[config.mk]
export PLATFORM = sky130hd
export DESIGN_NAME = fp_unit_scheduler
export DESIGN_NICKNAME = d
export VERILOG_FILES = /design/src/rtl/fp_unit_scheduler_pkg.sv /design/src/rtl/fp_unit_scheduler_rr_arbiter.sv /design/src/rtl/fp_unit_scheduler.sv
export SDC_FILE = /design/constraint.sdc
export NUM_CORES = 1
export LEC_CHECK = 0
export ABC_AREA = 1
export BUFFER_PORTS_ARGS = -buffer_cell sky130_fd_sc_hd__buf_4
export CELL_PAD_IN_SITES_DETAIL_PLACEMENT = 1
export CELL_PAD_IN_SITES_GLOBAL_PLACEMENT = 2
export CORE_UTILIZATION = 20
export DETAILED_ROUTE_END_ITERATION = 8
export MAX_ROUTING_LAYER = met4
export PLACE_DENSITY = 0.83
export RECOVER_POWER = 100
export SYNTH_ARGS = -nofsm -noshare
export SYNTH_HDL_FRONTEND = slang
export SYNTH_SLANG_ARGS = --single-unit
[constraint.sdc]
create_clock -name clk -period 2.7 [get_ports clk]
set_clock_uncertainty 0.05 [all_clocks]
set_input_delay 0.27 -clock clk [delete_from_list [all_inputs] [get_ports clk]]
set_output_delay 0.27 -clock clk [all_outputs]
set_load 0.005 [all_outputs]
[src/rtl/fp_unit_scheduler_pkg.sv]
// Shared types for the FP unit scheduler.
// Holds the FP opcode enum, the canonical quiet NaN, the response flag
// struct, the scheduler FSM states and a small opcode helper.
package fp_unit_scheduler_pkg;

    typedef enum logic [1:0] {
        FP_OP_ADD  = 2'd0,
        FP_OP_SUB  = 2'd1,
        FP_OP_MUL  = 2'd2,
        FP_OP_RSVD = 2'd3
    } fp_op_e;

    localparam logic [31:0] FP_CANON_NAN = 32'h7FC0_0000;

    typedef struct packed {
        logic [31:0] bits;
    } fp_t;

    typedef struct packed {
        logic timeout;
        logic invalid_op;
    } fp_flags_t;

    localparam fp_flags_t FLAGS_NONE    = '{timeout: 1'b0, invalid_op: 1'b0};
    localparam fp_flags_t FLAGS_INVALID = '{timeout: 1'b0, invalid_op: 1'b1};
    localparam fp_flags_t FLAGS_TIMEOUT = '{timeout: 1'b1, invalid_op: 1'b0};

    typedef enum logic [1:0] {
        ST_IDLE  = 2'd0,
        ST_ISSUE = 2'd1,
        ST_WAIT  = 2'd2,
        ST_RESP  = 2'd3
    } sched_state_e;

    // Reserved opcodes never reach the execution unit.
    function automatic logic op_is_rsvd(input fp_op_e op);
        return (op == FP_OP_RSVD);
    endfunction

endpackage

[src/rtl/fp_unit_scheduler_rr_arbiter.sv]
// Round-robin arbiter.
// Ports:
//   req       - request vector, one bit per requester
//   ptr       - index of the highest-priority requester this cycle
//   grant     - one-hot grant (all zero when no request)
//   grant_idx - binary index of the granted requester
module fp_rr_arbiter
    import fp_unit_scheduler_pkg::*;
#(
    parameter int NUM_REQ = 4,
    localparam int IDX_W  = (NUM_REQ > 1) ? $clog2(NUM_REQ) : 1
) (
    input  logic [NUM_REQ-1:0] req,
    input  logic [IDX_W-1:0]   ptr,
    output logic [NUM_REQ-1:0] grant,
    output logic [IDX_W-1:0]   grant_idx
);

    logic found_s;

    // Circular scan starting at ptr; the first requester found wins.
    always_comb begin
        grant     = '0;
        grant_idx = '0;
        found_s   = 1'b0;
        for (int i = 0; i < NUM_REQ; i++) begin
            logic [IDX_W-1:0] cand_s;
            cand_s = IDX_W'((int'(ptr) + i) % NUM_REQ);
            if (!found_s && req[cand_s]) begin
                grant[cand_s] = 1'b1;
                grant_idx     = cand_s;
                found_s       = 1'b1;
            end else begin
                found_s = found_s;
            end
        end
    end

endmodule

[src/rtl/fp_unit_scheduler.sv]
// Shares one multi-cycle FP execution unit between NUM_REQ requesters.
// Ports:
//   clk, rst                 - clock and synchronous active-high reset
//   req_valid/ready/op/a/b   - issue ports (ready is a one-hot grant, IDLE only)
//   rsp_valid/ready          - one-hot response handshake
//   rsp_result, rsp_flags    - shared response bus, flags = {timeout, invalid_op}
//   unit_start/op/a/b        - start pulse and captured operands to the FP unit
//   unit_done, unit_result   - completion pulse and result from the FP unit
//   unit_abort               - one-cycle pulse when the watchdog expires
module fp_unit_scheduler
    import fp_unit_scheduler_pkg::*;
#(
    parameter int NUM_REQ = 4,
    parameter int TIMEOUT = 64
) (
    input  logic                    clk,
    input  logic                    rst,
    input  logic [NUM_REQ-1:0]      req_valid,
    output logic [NUM_REQ-1:0]      req_ready,
    input  logic [2*NUM_REQ-1:0]    req_op,
    input  logic [32*NUM_REQ-1:0]   req_a,
    input  logic [32*NUM_REQ-1:0]   req_b,
    output logic [NUM_REQ-1:0]      rsp_valid,
    input  logic [NUM_REQ-1:0]      rsp_ready,
    output logic [31:0]             rsp_result,
    output logic [1:0]              rsp_flags,
    output logic                    unit_start,
    output logic [1:0]              unit_op,
    output logic [31:0]             unit_a,
    output logic [31:0]             unit_b,
    input  logic                    unit_done,
    input  logic [31:0]             unit_result,
    output logic                    unit_abort
);

    localparam int IDX_W = (NUM_REQ > 1) ? $clog2(NUM_REQ) : 1;
    localparam int TMR_W = $clog2(TIMEOUT + 1);

    sched_state_e       state_r, state_s;
    logic [IDX_W-1:0]   ptr_r, idx_r, win_idx_s, ptr_next_s;
    logic [NUM_REQ-1:0] grant_s;
    logic [TMR_W-1:0]   timer_r;
    fp_op_e             op_r, win_op_s;
    fp_t                a_r, b_r, result_r, win_a_s, win_b_s;
    fp_flags_t          flags_r;
    logic [1:0]         win_op_bits_s;
    logic               start_r, accept_s, expire_s;

    fp_rr_arbiter #(.NUM_REQ(NUM_REQ)) u_arb (
        .req       (req_valid),
        .ptr       (ptr_r),
        .grant     (grant_s),
        .grant_idx (win_idx_s)
    );

    // Operand mux for the current winner (grant is one-hot, so OR-select).
    always_comb begin
        win_op_bits_s = 2'b00;
        win_a_s.bits  = 32'h0000_0000;
        win_b_s.bits  = 32'h0000_0000;
        for (int i = 0; i < NUM_REQ; i++) begin
            win_op_bits_s = win_op_bits_s | ({2{grant_s[i]}} & req_op[2*i +: 2]);
            win_a_s.bits  = win_a_s.bits  | ({32{grant_s[i]}} & req_a[32*i +: 32]);
            win_b_s.bits  = win_b_s.bits  | ({32{grant_s[i]}} & req_b[32*i +: 32]);
        end
        win_op_s   = fp_op_e'(win_op_bits_s);
        ptr_next_s = (win_idx_s == IDX_W'(NUM_REQ - 1)) ? IDX_W'(0) : (win_idx_s + IDX_W'(1));
    end

    // FSM state register.
    always_ff @(posedge clk) begin
        if (rst) begin
            state_r <= ST_IDLE;
        end else begin
            state_r <= state_s;
        end
    end

    // FSM next state, grant and abort strobes.
    always_comb begin
        state_s    = state_r;
        req_ready  = '0;
        accept_s   = 1'b0;
        expire_s   = 1'b0;
        case (state_r)
            ST_IDLE: begin
                if (|req_valid) begin
                    req_ready = grant_s;
                    accept_s  = 1'b1;
                    state_s   = op_is_rsvd(win_op_s) ? ST_RESP : ST_ISSUE;
                end else begin
                    state_s = ST_IDLE;
                end
            end
            ST_ISSUE: begin
                state_s = ST_WAIT;
            end
            ST_WAIT: begin
                // A done arriving on the expiry cycle still wins.
                if (unit_done) begin
                    state_s = ST_RESP;
                end else if (timer_r == TMR_W'(TIMEOUT - 1)) begin
                    expire_s = 1'b1;
                    state_s  = ST_RESP;
                end else begin
                    state_s = ST_WAIT;
                end
            end
            ST_RESP: begin
                if (rsp_ready[idx_r]) begin
                    state_s = ST_IDLE;
                end else begin
                    state_s = ST_RESP;
                end
            end
            default: begin
                state_s = ST_IDLE;
            end
        endcase
        unit_abort = expire_s;
    end

    // Capture registers, watchdog timer and response latch.
    always_ff @(posedge clk) begin
        if (rst) begin
            ptr_r    <= '0;
            idx_r    <= '0;
            op_r     <= FP_OP_ADD;
            a_r      <= '0;
            b_r      <= '0;
            start_r  <= 1'b0;
            timer_r  <= '0;
            result_r <= '0;
            flags_r  <= FLAGS_NONE;
        end else begin
            start_r <= accept_s && !op_is_rsvd(win_op_s);
            if (accept_s) begin
                ptr_r <= ptr_next_s;
                idx_r <= win_idx_s;
                if (op_is_rsvd(win_op_s)) begin
                    // Unit operands stay untouched for a rejected opcode.
                    result_r.bits <= FP_CANON_NAN;
                    flags_r       <= FLAGS_INVALID;
                end else begin
                    op_r <= win_op_s;
                    a_r  <= win_a_s;
                    b_r  <= win_b_s;
                end
            end
            if (state_r == ST_ISSUE) begin
                timer_r <= '0;
            end else if (state_r == ST_WAIT) begin
                timer_r <= timer_r + TMR_W'(1);
            end
            // Done outside WAIT (late or post-reset) is deliberately dropped.
            if (state_r == ST_WAIT && unit_done) begin
                result_r.bits <= unit_result;
                flags_r       <= FLAGS_NONE;
            end else if (expire_s) begin
                result_r.bits <= FP_CANON_NAN;
                flags_r       <= FLAGS_TIMEOUT;
            end
        end
    end

    // One-hot response valid decoded from the registered state and index.
    always_comb begin
        for (int i = 0; i < NUM_REQ; i++) begin
            rsp_valid[i] = (state_r == ST_RESP) && (idx_r == IDX_W'(i));
        end
    end

    assign unit_start = start_r;
    assign unit_op    = op_r;
    assign unit_a     = a_r.bits;
    assign unit_b     = b_r.bits;
    assign rsp_result = result_r.bits;
    assign rsp_flags  = flags_r;

endmodule

==> summary.txt, run 1 <==
Syn_area_per_cell - 6.44 sq um
Post-synth top area share - 35.4%
Final WS setup - 0.116 ns
CTS H-tree depth - 4
Pre-antenna DRT Iters - 4
Routed wire length - 34200 um
Data arrival, critical path - 2.86 ns
Residual DRC - 0
Clk pin slew, worst setup/hold paths - 0.06 ns
Final max-slew violation count - 0
Vias - 8554
P&R area growth vs syn - 70.2%
Hold crit path type - in2reg
Yosys warnings - 0
Gpl congestion - 0.805
Antenna-violating nets left - 0
Worst r2r path cells - 19
Synthesis-stage register bit count - 114
CP cell instances - inv_2 -> buf_4 -> nand2_1 -> nand2_1 -> nand2_4 -> nand2_4 -> nor2_4 -> buf_6 -> nand3_2 -> nand3_4 -> nand2_1 -> nand2_1 -> inv_2 -> nand2_2 -> nand2_8 -> nand2_8 -> buf_6 -> nand2_1 -> a21oi_1
Dpl hpwl - 23600 um
Worst setup EP type - register
Rows - 65
Outcome - complete, no violations
Int Pwr - 7.17 mW
Post-synthesis sequential area ratio - 35.4%
# setup viols final - 0
TNS Setup - 0 ns
Number of global-route vias before repair - 8786
Clock root cell - clkbuf_16
Combinational fraction of design power - 66.8%
Post-Syn Area - 0.00644 sq mm
Clock share of power - 16.1%
Final nets - 1735
Drt initial violations - 375
Fmax - 387 MHz
PortBufs - 416
Cells after synthesis - 1000
# IOs - 417
P_leak - 4.95 nW
Final Cycle Share - 95.7%
GRT Overall Usage - 20.1%
Setup CP Type - reg2reg
Net count after synthesis - 1315
Largest net degree at the start of global routing - 73
Maximum VDD drop - 0.515 mV
Initial Utilization - 20.4%
DP Worst Slack - -0.0895 ns
R2R Setup Slk - 0.12 ns
Critical Path Fanout Max - 10
Cell taking the most area after synthesis - dfxtp_1
Layout cells sized above 1 - 35.0%
Initial antenna violation count - 0
Core Footprint - 0.0316 sq mm
Die Span Y - 182 um
Switching Fraction - 47.1%
Max-cap viol count - 0
Area contributors post-synth - dfxtp_1 (35%), nand2_1 (23%), nand3_1 (8.7%)
Overall power - 13.6 mW
Critical path's slowest cell - dfxtp_2
Setup crit end - unit_a[29]
Fill count - 4025
Wire per inst - 18.7 um
Worst skew pair latency - 0.41 ns
Power Density - 1240 mW/mm^2
Crit Reg-Reg Endpoint - unit_a[29]
Most common cell on crit path - nand2_1
Die Wd - 182 um
Worst slew margin - 49.2%
CP required - 2.98 ns
Startpoint types - register
Cell Area, Placed - 0.0100 sq mm
Die area - 0.0329 sq mm
CTS tree - built
Via/cell ratio - 4.66
First-pass GRT wire length - 49500 um
Slew at the pin closest to its max-slew limit - 0.762 ns
Fin. Hold Viols - 0
Diode count - 0
Area occupied by registers - 0.00228 sq mm
Clock Tree Buf Depth - 2
Final Critical Period - 2.58 ns
Unique masters post-synth - 30
Part of the power in registers - 17.2%
Max incr delay on CP - 0.33 ns
Clock Sinks - 114
Final Cell Area - 0.0110 sq mm
Area of the multi-input gates - 0.00377 sq mm
CTS Buf Count - 17
Non-filler cells, final - 1835
Cells after DPL - 1773
Total global routing overflow - 0
P_sw - 6.39 mW
==> power groups by stage <==
stage	logic, mW	clock network [mW]	registers, mW
after floorplan	4.55	0	2.36
after global placement	7.39	0	2.36
after detailed placement	7.49	0	2.36
after CTS	8.28	2.25	2.34
after global routing	9.95	2.32	2.37
final	9.05	2.18	2.33
==> Yosys cell counts <==
cell type,instances
nand2_1,391
dfxtp_1,114
nand3_1,112
a21oi_1,93
nand4_1,65
inv_1,41
nor2_1,33
buf_2,27
clkbuf_1,25
nand2_2,15
o21ai_0,14
a21oi_2,10
buf_6,8
ha_1,8
nor3_1,8
buf_4,6
inv_2,6
nand3_2,6
a21boi_0,5
a31oi_1,2
buf_1,2
a211oi_1,1
buf_8,1
mux2i_1,1
nand2_4,1
nor2_2,1
nor3b_1,1
o2111ai_1,1
o41ai_2,1
or2_2,1
==> stage by stage <==
step / hold slack [ns] / utilization, %
5_1_grt: 0.0554 / 34.7
4_1_cts: 0.0413 / 34.2
6_report: 0.0629 / 34.7
3_3_place_gp: 0.385 / 31.7
3_5_place_dp: 0.388 / 31.7
2_1_floorplan: 0.368 / -
==> cells by family after synthesis <==
| group | count (synthesis) | synth area share [%] |
|---|---|---|
| fa+ha+maj | 8 | 1.55 |
| flops | 114 | 35.4 |
| mux | 1 | 0.155 |
| compound gates | 127 | 10.9 |
| buf+inv | 116 | 8.74 |
| simple gates | 634 | 43.2 |
==> worst min-delay path by stage <==
stage	from	endpoint	slack, ns	cells after the start
floorplan	unit_result[0]	rsp_result[0]	0.37	2
global placement	rsp_flags[0]	rsp_flags[0]	0.39	2
detailed placement	unit_op[1]	unit_op[1]	0.39	2
CTS	unit_result[6]	rsp_result[6]	0.04	3
global route	unit_result[18]	rsp_result[18]	0.06	3
finish	unit_result[6]	rsp_result[6]	0.06	3
==> critical path: cells and delay by family, from the launching register on <==
family / cells / cell delay [ns]
AO/OA/AOI/OAI: 1 / 0.11
buffers and inverters: 5 / 0.61
flip-flops: 1 / 0.33
AND/OR/NAND/NOR: 13 / 1.37
==> flip-flops by register name, indices dropped and copies added (netlist names), 2 cells and up, named ones only <==
register,cells
unit_b,32
state_r,2
rsp_result,32
rsp_flags,2
idx_r,2
unit_a,32
timer_r,7
unit_op,2
==> final cells by class <==
type,instances,share of cell area (%)
repair buffers,469,33.5
flip-flops and latches,114,20.8
clock inverters,15,1.25
inverters,47,1.61
well taps,402,4.58
multi-input cells,771,34.3
clock buffers,17,3.88
==> placed cells by master, fill, tap and decap left out, drive strengths merged <==
cell	count
nand2	408
or2	1
nor2	34
ha	8
nor3b	1
clkinvlp	3
nand3	118
clkbuf	124
bufinv	1
a21oi	103
a211oi	1
a31oi	2
o2111ai	1
dfxtp	114
inv	49
bufbuf	4
o41ai	1
a21boi	5
buf	358
o21ai	14
nand4	65
clkinv	9
nor3	8
mux2i	1
==> routing by layer <==
layer  vias to the layer above  global-route usage [%]  routed length [um]
met1                      4055                    22.2               14200
met3                        48                    5.54                2310
li1                       4152                       -                   -
met4                         0                    6.37                 903
met5                         -                       -                   0
met2                       299                    34.8               16800
==> timing repair <==
item                                    CTS  global route
endpoints found under the setup margin   78            79
hold buffers                              0             0
setup buffers                             8             9
cloned                                    4             9
resized for setup                         9            28
pin swaps                                 4             5
No activity file was read; power rests on OpenSTA's default activity.
==> run 2: changes to the inputs <==
Settings changed: ABC_AREA 1 to default, CORE_UTILIZATION 20 to 26, PLACE_DENSITY 0.83 to 0.85, RECOVER_POWER 100 to 25.
Clock period 2.7 ns to 2.65 ns, I/O delays scaled along.
==> run 2 against run 1 <==
The flow now finishes with violations (DRC, setup timing). Routed wire length grew 71%. Area after synthesis grew 51%. Global-route usage grew 9.5 points. Cell count grew 22%.
==> summary.txt, run 2 <==
Number of global-route vias before repair - 14900 (+69%)
Layout cells sized above 1 - 36.2% (+1.2 points)
Max-cap viol count - 0 (unchanged)
CTS tree - built
Most frequent cells in the layout - buf_4 (475), nand2_1 (204), nand3_1 (195)
CP required - 2.96 ns (-0.02 ns)
Non-filler cells, final - 2230 (+22%)
Top-count cell post-synth - nand2_1
Final nets - 2063 (+19%)
Final Critical Period - 3.07 ns (+0.487 ns)
Hold crit path type - in2reg
Met2 WL - 28800 um (+71%)
R2R Setup Slk - -0.42 ns (-0.54 ns)
EDFF count, synth - 0 (unchanged)
Worst r2r path cells - 12 (-7)
Residual DRC - 1 (+1)
Fill count - 4368 (+8.5%)
Final Cycle Share - 116% (+20 points)
CTS H-tree depth - 4 (unchanged)
Failing checks - DRC, setup timing
Cell Area, Placed - 0.0140 sq mm (+40%)
CTS Buf Count - 17 (unchanged)
Routed wire length - 58400 um (+71%)
Final WS setup - -0.422 ns (-0.537 ns)
Worst skew pair latency - 0.44 ns (+0.03 ns)
Max incr delay on CP - 0.40 ns (+0.07 ns)
Net count after synthesis - 1641 (+25%)
Initial Utilization - 26.5% (+6.2 points)
Clock Tree Buf Depth - 2 (unchanged)
Syn_area_per_cell - 7.36 sq um (+14%)
Post-Syn Area - 0.00976 sq mm (+51%)
Pre-antenna DRT Iters - 9 (+5)
Largest net degree at the start of global routing - 104 (+42%)
# IOs - 417 (unchanged)
Leading cell type in the layout, fill and taps excluded - buf_4
Die area - 0.0383 sq mm (+16%)
Synth async-reset ratio - 0% (unchanged)
Cell taking the most area after synthesis - dfxtp_1
Final max-slew violation count - 0 (unchanged)
Setup crit end - unit_b[20]
WP buf/inv - 4 (-1)
Rows - 70 (+7.7%)
Fmax - 326 MHz (-16%)
Predominant post-synthesis flop cell - dfxtp_1
Antenna-violating nets left - 0 (unchanged)
Outcome - finished, violations left
Vias - 14100 (+64%)
Wire per inst - 26.2 um (+40%)
Final Cell Area - 0.0155 sq mm (+41%)
Data arrival, critical path - 3.38 ns (+0.52 ns)
Critical path depth in cells - 12 (-7)
Via/cell ratio - 6.31 (+35%)
Cells after synthesis - 1326 (+33%)
Cells after DPL - 2149 (+21%)
Startpoint types - register
Worst slew margin - 55.8% (+6.6 points)
Overall power - 18.5 mW (+36%)
Clock Sinks - 114 (unchanged)
CP top delay family - compound AO/OA/AOI/OAI gates
# setup viols final - 106 (+106)
Dpl hpwl - 37900 um (+61%)
M1 WL - 22600 um (+59%)
Unique masters post-synth - 49 (+63%)
Post-synthesis sequential area ratio - 23.4% (-12 points)
Die Wd - 196 um (+7.9%)
Slew at the pin closest to its max-slew limit - 0.663 ns (-0.0992 ns)
CP cell instances - inv_8 -> ha_4 -> mux2_4 -> a221oi_4 -> nor3_4 -> buf_6 -> a222oi_1 -> buf_4 -> nand3_4 -> buf_12 -> a32o_1 -> a21oi_1
Yosys warnings - 0 (unchanged)
DR top layer - met4
Crit Reg-Reg Endpoint - unit_b[20]
GRT Overall Usage - 29.6% (+9.5 points)
Clk pin slew, worst setup/hold paths - 0.07 ns (about the same)
Fin. Hold Viols - 0 (unchanged)
First-pass GRT wire length - 85800 um (+73%)
P&R area growth vs syn - 58.7%
Drt initial violations - 1310 (+250%)
Initial antenna violation count - 0 (unchanged)
Synthesis-stage register bit count - 114 (unchanged)
RSZ-0062 raised after global routing - true
Post-synth top cells - nand2_1 (206), nand3_1 (198), clkbuf_1 (128), dfxtp_1 (114), a21oi_1 (76)
Critical Path Fanout Max - 56 (+46)
Worst setup EP type - register
Clock root cell - clkbuf_16
PortBufs - 416 (unchanged)
Post-synth top area share - 23.4% (-12 points)
Die Span Y - 196 um (+7.9%)
Total global routing overflow - 0 (unchanged)
Power Density - 1190 mW/mm^2 (-3.4%)
P_leak - 6.07 nW (+23%)
Gpl congestion - 0.871 (+8.2%)
Area contributors post-synth - dfxtp_1 (23%), nand3_1 (10%), nand2_1 (7.9%)
Maximum VDD drop - 0.786 mV (+52%)
Core Footprint - 0.0368 sq mm (+16%)
Critical path's slowest cell - dfxtp_4
Met3 Routed Length - 4710 um (+100%)
Setup CP Type - reg2reg
-- run 2: power breakdown --
part	total, mW	switching (mW)	leakage (nW)	internal [mW]
Sequential	2.51	0.316	0.935	2.20
Combinational	13.6	7.42	4.85	6.18
Clock	2.39	0.990	0.282	1.40
Total	18.5	8.73	6.07	9.77
-- run 2: worst min-delay path by stage --
stage	start	to	slack (ns)	cells past startpoint
2_1_floorplan	unit_result[0]	rsp_result[0]	0.35	1
3_3_place_gp	rsp_flags[0]	rsp_flags[0]	0.38	2
3_5_place_dp	rsp_flags[0]	rsp_flags[0]	0.40	2
4_1_cts	unit_result[14]	rsp_result[14]	0.01	2
5_1_grt	unit_result[2]	rsp_result[2]	0.01	2
6_report	unit_result[14]	rsp_result[14]	0.03	2
-- run 2: repair_timing --
item / 4_1_cts / 5_1_grt
cloned: 5 / 6
pin swaps: 20 / 8
gates resized for setup: 46 / 20
hold buffers: 21 / 0
setup endpoints to repair: 110 / 108
buffers inserted: 11 / 5
hold endpoints to repair: 21 / 0
-- run 2: worst reg2reg max path, delay by kind of cell (launching register included) --
family	cells	cell delay [ns]
AOI/OAI and AO/OA	4	1.12
adders and majority gates	1	0.29
buffers and inverters	4	0.61
DFF	1	0.40
muxes	1	0.34
and+or+nand+nor	2	0.19
-- run 2: layout make-up --
| class | count | area, sq um | area share (%) |
|---|---|---|---|
| flip-flops and latches | 114 | 2290 | 14.8 |
| clock inverters | 14 | 155 | 1.00 |
| repair buffers | 571 | 4910 | 31.7 |
| clock buffers | 18 | 429 | 2.77 |
| diodes | 1 | 2.50 | 0.0162 |
| inverters | 16 | 67.6 | 0.436 |
| well taps | 468 | 586 | 3.78 |
| multi-input cells | 1028 | 7060 | 45.5 |
-- run 2: layer usage --
| layer | global-route usage (%) | vias up |
|---|---|---|
| li1 | - | 6180 |
| met1 | 32.8 | 6982 |
| met2 | 50.3 | 758 |
| met3 | 6.38 | 150 |
| met4 | 14.4 | 0 |
| met5 | - | - |
-- run 2: logic make-up (layout without fill, tap and decap cells) --
kind of cell	Yosys count	after routing	share of synthesized area (%)
AOI/OAI and AO/OA	468	468	39.5
xor gates and xnor gates	4	4	0.359
adders and majority gates	8	8	1.03
buffers and inverters	184	619	7.56
DFF	114	114	23.4
muxes	17	17	2.47
other	0	1	0
and+or+nand+nor	531	531	25.7
-- run 2: through the flow --
step           utilization, %  setup WS [ns]  setup TNS (ns)  hold slack [ns]
2_1_floorplan               -         -0.375          -32.29            0.348
3_3_place_gp             38.1         -0.250          -21.18            0.384
3_5_place_dp             38.1         -0.336          -27.19            0.399
4_1_cts                  41.5         -0.332          -26.82           0.0138
5_1_grt                  42.1         -0.510          -46.98           0.0120
6_report                 42.1         -0.422          -36.05           0.0318
